--- config.mk ---
export PLATFORM = sky130hd
export DESIGN_NAME = audio_dac_serializer
export DESIGN_NICKNAME = d
export VERILOG_FILES = /design/src/rtl/audio_dac_serializer.sv
export SDC_FILE = /design/constraint.sdc
export NUM_CORES = 1
export LEC_CHECK = 0
export ABC_CLOCK_PERIOD_IN_PS = 5600
export BUFFER_PORTS_ARGS = -buffer_cell sky130_fd_sc_hd__buf_2
export CAP_MARGIN = 40
export CORE_MARGIN = 5
export CORE_UTILIZATION = 45
export DETAILED_ROUTE_END_ITERATION = 10
export PLACE_DENSITY = 0.71
export SYNTH_ARGS = -nofsm -noshare
export SYNTH_HDL_FRONTEND = slang
export SYNTH_SLANG_ARGS = --single-unit
--- constraint.sdc ---
create_clock -name clk -period 5.6 [get_ports clk]
set_input_delay 0.84 -clock clk [delete_from_list [all_inputs] [get_ports clk]]
set_output_delay 0.84 -clock clk [all_outputs]
set_load 0.1 [all_outputs]
--- src/rtl/audio_dac_serializer.sv ---
// I2S DAC serializer: one-entry sample buffer, BCLK/LRCLK synchronizers and a shift FSM.
// Define STEREO_DUP_EN to repeat the left sample in the right slot; otherwise the right slot is silent.
module audio_dac_serializer #(
  parameter int DATA_W      = 16,
  parameter int SYNC_STAGES = 2
) (
  input  logic                     clk,
  input  logic                     reset_n,
  input  logic signed [DATA_W-1:0] sample_in,
  input  logic                     sample_valid,
  output logic                     sample_ready,
  input  logic                     bclk,
  input  logic                     lrclk,
  output logic                     dacdat,
  output logic                     frame_start,
  output logic                     underrun
);

  localparam int CNT_W = $clog2(DATA_W);

  typedef enum logic [1:0] {IDLE, DELAY, SHIFT, PAD} state_t;

  logic [SYNC_STAGES-1:0]    bclk_sync, lrclk_sync;
  logic                      bclk_hist, lrclk_hist;
  logic                      bclk_fall, lr_fall, lr_rise;

  state_t                    state, state_nxt;
  logic signed [DATA_W-1:0]  hold_reg, hold_reg_nxt;
  logic                      hold_full, hold_full_nxt;
  logic signed [DATA_W-1:0]  last_sample, last_sample_nxt;
  logic signed [DATA_W-1:0]  shift_reg, shift_reg_nxt;
  logic signed [DATA_W-1:0]  right_word;
  logic [CNT_W-1:0]          bit_cnt, bit_cnt_nxt;
  logic                      dacdat_nxt, frame_start_nxt, underrun_nxt;

  // Stage: codec clock synchronizers plus one history flop for edge detection
  always_ff @(posedge clk or negedge reset_n) begin
    if (!reset_n) begin
      bclk_sync  <= '0;
      lrclk_sync <= '0;
      bclk_hist  <= 1'b0;
      lrclk_hist <= 1'b0;
    end else begin
      bclk_sync  <= {bclk_sync[SYNC_STAGES-2:0], bclk};
      lrclk_sync <= {lrclk_sync[SYNC_STAGES-2:0], lrclk};
      bclk_hist  <= bclk_sync[SYNC_STAGES-1];
      lrclk_hist <= lrclk_sync[SYNC_STAGES-1];
    end
  end

  assign bclk_fall    = bclk_hist & ~bclk_sync[SYNC_STAGES-1];
  assign lr_fall      = lrclk_hist & ~lrclk_sync[SYNC_STAGES-1];
  assign lr_rise      = ~lrclk_hist & lrclk_sync[SYNC_STAGES-1];
  assign sample_ready = ~hold_full;

`ifdef STEREO_DUP_EN
  assign right_word = last_sample;
`else
  assign right_word = '0;
`endif

  // Stage: handshake, frame load and serial shift decisions
  always_comb begin
    state_nxt       = state;
    hold_reg_nxt    = hold_reg;
    hold_full_nxt   = hold_full;
    last_sample_nxt = last_sample;
    shift_reg_nxt   = shift_reg;
    bit_cnt_nxt     = bit_cnt;
    dacdat_nxt      = dacdat;
    frame_start_nxt = 1'b0;
    underrun_nxt    = 1'b0;

    if (sample_valid && !hold_full) begin
      hold_reg_nxt  = sample_in;
      hold_full_nxt = 1'b1;
    end

    // A frame edge wins over any bit edge and abandons a partly sent word.
    if (lr_fall) begin
      if (hold_full) begin
        last_sample_nxt = hold_reg;
        hold_full_nxt   = 1'b0;
      end else begin
        underrun_nxt    = 1'b1;
      end
      shift_reg_nxt   = last_sample_nxt;
      frame_start_nxt = 1'b1;
      state_nxt       = DELAY;
    end else if (lr_rise) begin
      shift_reg_nxt = right_word;
      state_nxt     = DELAY;
    end else if (bclk_fall) begin
      case (state)
        IDLE:  dacdat_nxt = 1'b0;
        DELAY: begin
          dacdat_nxt    = shift_reg[DATA_W-1];
          shift_reg_nxt = {shift_reg[DATA_W-2:0], 1'b0};
          bit_cnt_nxt   = '0;
          state_nxt     = SHIFT;
        end
        SHIFT: begin
          if (bit_cnt == CNT_W'(DATA_W-1)) begin
            dacdat_nxt = 1'b0;
            state_nxt  = PAD;
          end else begin
            dacdat_nxt    = shift_reg[DATA_W-1];
            shift_reg_nxt = {shift_reg[DATA_W-2:0], 1'b0};
            bit_cnt_nxt   = bit_cnt + 1'b1;
          end
        end
        PAD:     dacdat_nxt = 1'b0;
        default: state_nxt  = IDLE;
      endcase
    end
  end

  // Stage: registered state and outputs
  always_ff @(posedge clk or negedge reset_n) begin
    if (!reset_n) begin
      state       <= IDLE;
      hold_reg    <= '0;
      hold_full   <= 1'b0;
      last_sample <= '0;
      shift_reg   <= '0;
      bit_cnt     <= '0;
      dacdat      <= 1'b0;
      frame_start <= 1'b0;
      underrun    <= 1'b0;
    end else begin
      state       <= state_nxt;
      hold_reg    <= hold_reg_nxt;
      hold_full   <= hold_full_nxt;
      last_sample <= last_sample_nxt;
      shift_reg   <= shift_reg_nxt;
      bit_cnt     <= bit_cnt_nxt;
      dacdat      <= dacdat_nxt;
      frame_start <= frame_start_nxt;
      underrun    <= underrun_nxt;
    end
  end

endmodule

# Yosys cells after proc, flatten, opt, wreduce, memory -nomap -nowiden
# Index checks and enable logic that the tools add are counted.
[word_totals]
output_inout_bits = 4
n_memories = 0
mem_bits_rw = 0
regBits = 64
latch_bits = 0
romBits = 0
[op_classes]
div = 0
bitwise_logic = 9
shifts = 0
muxes = 21
multipliers = 0
reduce_logical = 11
order_cmp = 0
addsub = 1
eq_ne = 7
[op_table]
columns = ["operator", "count"]
rows = [
  ["2-to-1 mux 16 bit", 5],
  ["one-hot mux 16 bit (2 select lines)", 1],
  ["AND reduction 3 bit", 3],
  ["2-to-1 mux 2 bit", 4],
  ["!= test 4 bit, second input constant", 2],
  ["one-hot mux 4 bit (2 select lines)", 1],
  ["2-to-1 mux 1 bit", 7],
  ["NOT 1 bit", 6],
  ["AND reduction 5 bit", 1],
  ["adder 4 x 1 -> 4 bit, second input constant", 1],
  ["== test 2 bit, second input constant", 2],
  ["== test 4 bit, second input constant", 1],
  ["2-to-1 mux 4 bit", 1],
  ["one-hot mux 2 bit (2 select lines)", 1],
  ["nonzero test 4 bit", 1],
  ["bitwise AND 1 bit", 3],
  ["one-hot mux 1 bit (3 select lines)", 1],
  ["nonzero test 3 bit", 1],
  ["== test 2 x 1 -> 1 bit, second input constant", 1],
  ["logical NOT 2 bit", 1],
  ["!= test 2 bit, second input constant", 1],
  ["nonzero test 2 bit", 1],
  ["OR reduction 2 bit", 1],
  ["logical AND 1 bit", 1],
  ["logical NOT 1 bit", 1],
]

# Logic depth before layout (Yosys ltp)
[depth]
ltp_word = 6
ltp_mapped = 8

# Worst setup path before layout
# No wires, ideal clock.
[synth_timing]
path_kind = "flip-flop to output port"
start = "register hold_full"
end = "output port sample_ready"
setup_slack_ns = 3.592
path_stages_with_launch = 3
t_arrival_ns = 1.168
required_ns = 4.760
path_buffers = 1
cell_sequence = "dfrtp_1 buf_2 inv_1"
[synth_between]
elab_chain_len = 1
[synth_lines]
columns = ["item", "line_no", "rtl"]
rows = [
  ["start, declared", "29", "logic hold_full, hold_full_nxt;"],
  ["start signal, assigned", "133", "hold_full <= hold_full_nxt;"],
  ["NOT 1 bit", "54", "assign sample_ready = ~hold_full;"],
  ["end, declared", "11", "output logic sample_ready,"],
]
# No other way between the ends.

# Worst setup path in the final report
# Same ends and word-level chain as after synthesis.

==> results.cfg <==
[min_path]
min_from = lrclk_sync[0]$_DFF_PN0_
whs_endpoint = lrclk_sync[1]$_DFF_PN0_
hp-class = reg2reg
whs_path_depth = 0

[clock_tree]
clock_insertion_delay_worst_skew_ps = 340
cts_setup_buffers = 0
cts_tree = built
cts_buffer_depth = 2
clk_pin_slew_worst_paths_ps = 80
cts_resized = 0
htree_levels = 3
hold_buffers = 0
clkSinkCount = 64
cts_made_buffers = 9
root_buffer = clkbuf_8

[drt]
routed_wl_mm = 4.82
viasPerCell = 5.19
routedWlPerCell_microns = 14.3
vias = 1743
drc_errors = 0
first_pass_iters = 4
drtIter0Drc = 72
detail-route-antenna-nets = 0

[floorplan]
die_area_sq_um = 8190
fp.coreArea_sq_um = 6310
die_w_microns = 90.5
rows = 29
start_util_pct = 46.2
die_h_microns = 90.5
boundaryPins = 25

[placed_design]
pre_cts_ws_ps = 3520
numPortBuffers = 24
dp_hpwl_mm = 3.24
gp_congestion = 0.707
place_inst = 320

[cells_and_area]
finalNetCount = 282
fill_cells = 570
drive_gt1_share_pct = 37.1
post-route-util_pct = 52.5
diodes = 0
area_growth_pct = 13.7
fin_cells = 336

[sta]
worstMarginPinSlew_ps = 785
fmax_mhz = 433
post-route-min-period_ps = 2310
fin_tns_setup_ps = 0
finClkSkew_ps = 8.55
slew_violations = 0
hold_violations = 0
finalSetupViolations = 0
worst_slack_ps = 3290
rsz0062_at_grt = false
finalCritPeriodShare_pct = 41.2
maxSlewHeadroom_pct = 47.6

[global_routing]
grt_usage_pct = 12.7
grt_pass1_vias = 1813
grt_start_max_net_pins = 65
gr-total-overflow = 0
grt_pass1_wl_mm = 8.32
antenna_found_initial = 0

[logic_synthesis]
synth_area_leader_cell = dfrtp_1
synthCells = 225
synth-seq-area-share_pct = 54.9
ys_warn_count = 0
synth_async_sr_flop_share_pct = 100
ys.flop_type = dfrtp_1
synth.distinct_cells = 34
syn_nets = 253
yosys-top-cells-area = dfrtp_1 55%, mux2_2 15%, mux2i_1 5.5%
synth_top_area_share_pct = 54.9
syn-cell-area_sq_um = 2920
synth.most_common_cell = dfrtp_1
synth_edf_count = 0
synth-seq-cells = 64
synth.avg_cell_area_sq_um = 13.0
ys_top_cells_by_count = 64 x dfrtp_1, 38 x mux2_2, 20 x nand2_1

[worst_setup_path]
criticalPathCategory = reg2out
path_depth = 2
rrSetupSlack_ps = 3520
max_stage_delay_ps = 580
path_cells = inv_1 > buf_2
cp_num_buf_inv = 2
startpoint_type = register
cp-end-kind = output pin
rr_endpoint = shift_reg[3]$_DFFE_PN0P_
r2r_cells = 6
path_max_fanout = 11
crit_arrival_ps = 1470
cpMaxStageDelayCell = dfrtp_1
cp_data_required_time_ps = 4760
cpLargestDelayFamily = flip-flops
r2r_start = lrclk_sync[1]$_DFF_PN0_

[status]
outcome = finished clean

[pwr]
p_per_area_nw_per_um2 = 484
power.leakage_uw = 0.00157
worst_ir_drop_vdd_mv = 0.290

[run]
drv_cap = 0
-- per-layer routing --
| layer | wire length (microns) | vias to the layer above | global-route usage, % |
|---|---|---|---|
| li1 | - | 850 | - |
| met1 | 2220 | 859 | 15.5 |
| met2 | 2260 | 26 | 19.4 |
| met3 | 228 | 8 | 5.17 |
| met4 | 101 | 0 | 6.33 |
| met5 | 0 | - | 0 |
-- area by class of cell --
type	instances	area [sq um]	area share [%]
Timing Repair Buffer	29	173	5.21
Clock inverter	7	71.3	2.15
Inverter	7	26.3	0.792
Clock buffer	9	124	3.74
Sequential cell	64	1600	48.3
Multi-Input combinational cell	143	1220	36.9
Tap cell	77	96.3	2.91
-- metrics by stage --
step                power (uW)  area [sq um]  hold slack [ps]
floorplan                 1120          2920              331
finish                    1600          3320              361
global route              1710          3320              371
CTS                       1630          3320              363
global placement          1190          3080              335
detailed placement        1230          3120              345
-- worst max path at each step --
stage / from / slack, ps / endpoint
after floorplan: hold_full$_DFF_PN0_ / 3590 / sample_ready
after global placement: lrclk_sync[1]$_DFF_PN0_ / 3340 / shift_reg[2]$_DFFE_PN0P_
after detailed placement: lrclk_sync[1]$_DFF_PN0_ / 3520 / shift_reg[2]$_DFFE_PN0P_
after CTS: hold_full$_DFF_PN0_ / 3260 / sample_ready
after global routing: hold_full$_DFF_PN0_ / 3200 / sample_ready
final: hold_full$_DFF_PN0_ / 3290 / sample_ready
-- cell families (layout without fill, tap and decap cells) --
group,after synthesis,count (layout),share of synthesized area (%)
multiplexers,64,64,25.3
adder cells (fa/ha/maj),7,7,3.00
buffers and inverters,18,52,3.13
AND/OR/NAND/NOR,40,40,6.69
flip-flops,64,64,54.9
AO/OA/AOI/OAI,32,32,6.95
-- power breakdown --
part	leakage [uW]	total [uW]	switching, uW	internal (uW)
Clock	0.0000916	389	184	205
Sequential	0.000784	737	109	628
Combinational	0.000697	478	213	265
-- cell usage in the layout (no fill, tap or decap), types with 3 or more instances in the layout --
cell	n
mux2_2	38
nand3_1	3
ha_1	7
mux2_4	10
buf_4	3
nand2_1	20
inv_1	7
dfrtp_1	64
nor2_1	7
clkbuf_8	9
mux2i_1	16
o21ai_0	19
clkinvlp_4	3
buf_2	24
Power figures use the tool's default switching activity.
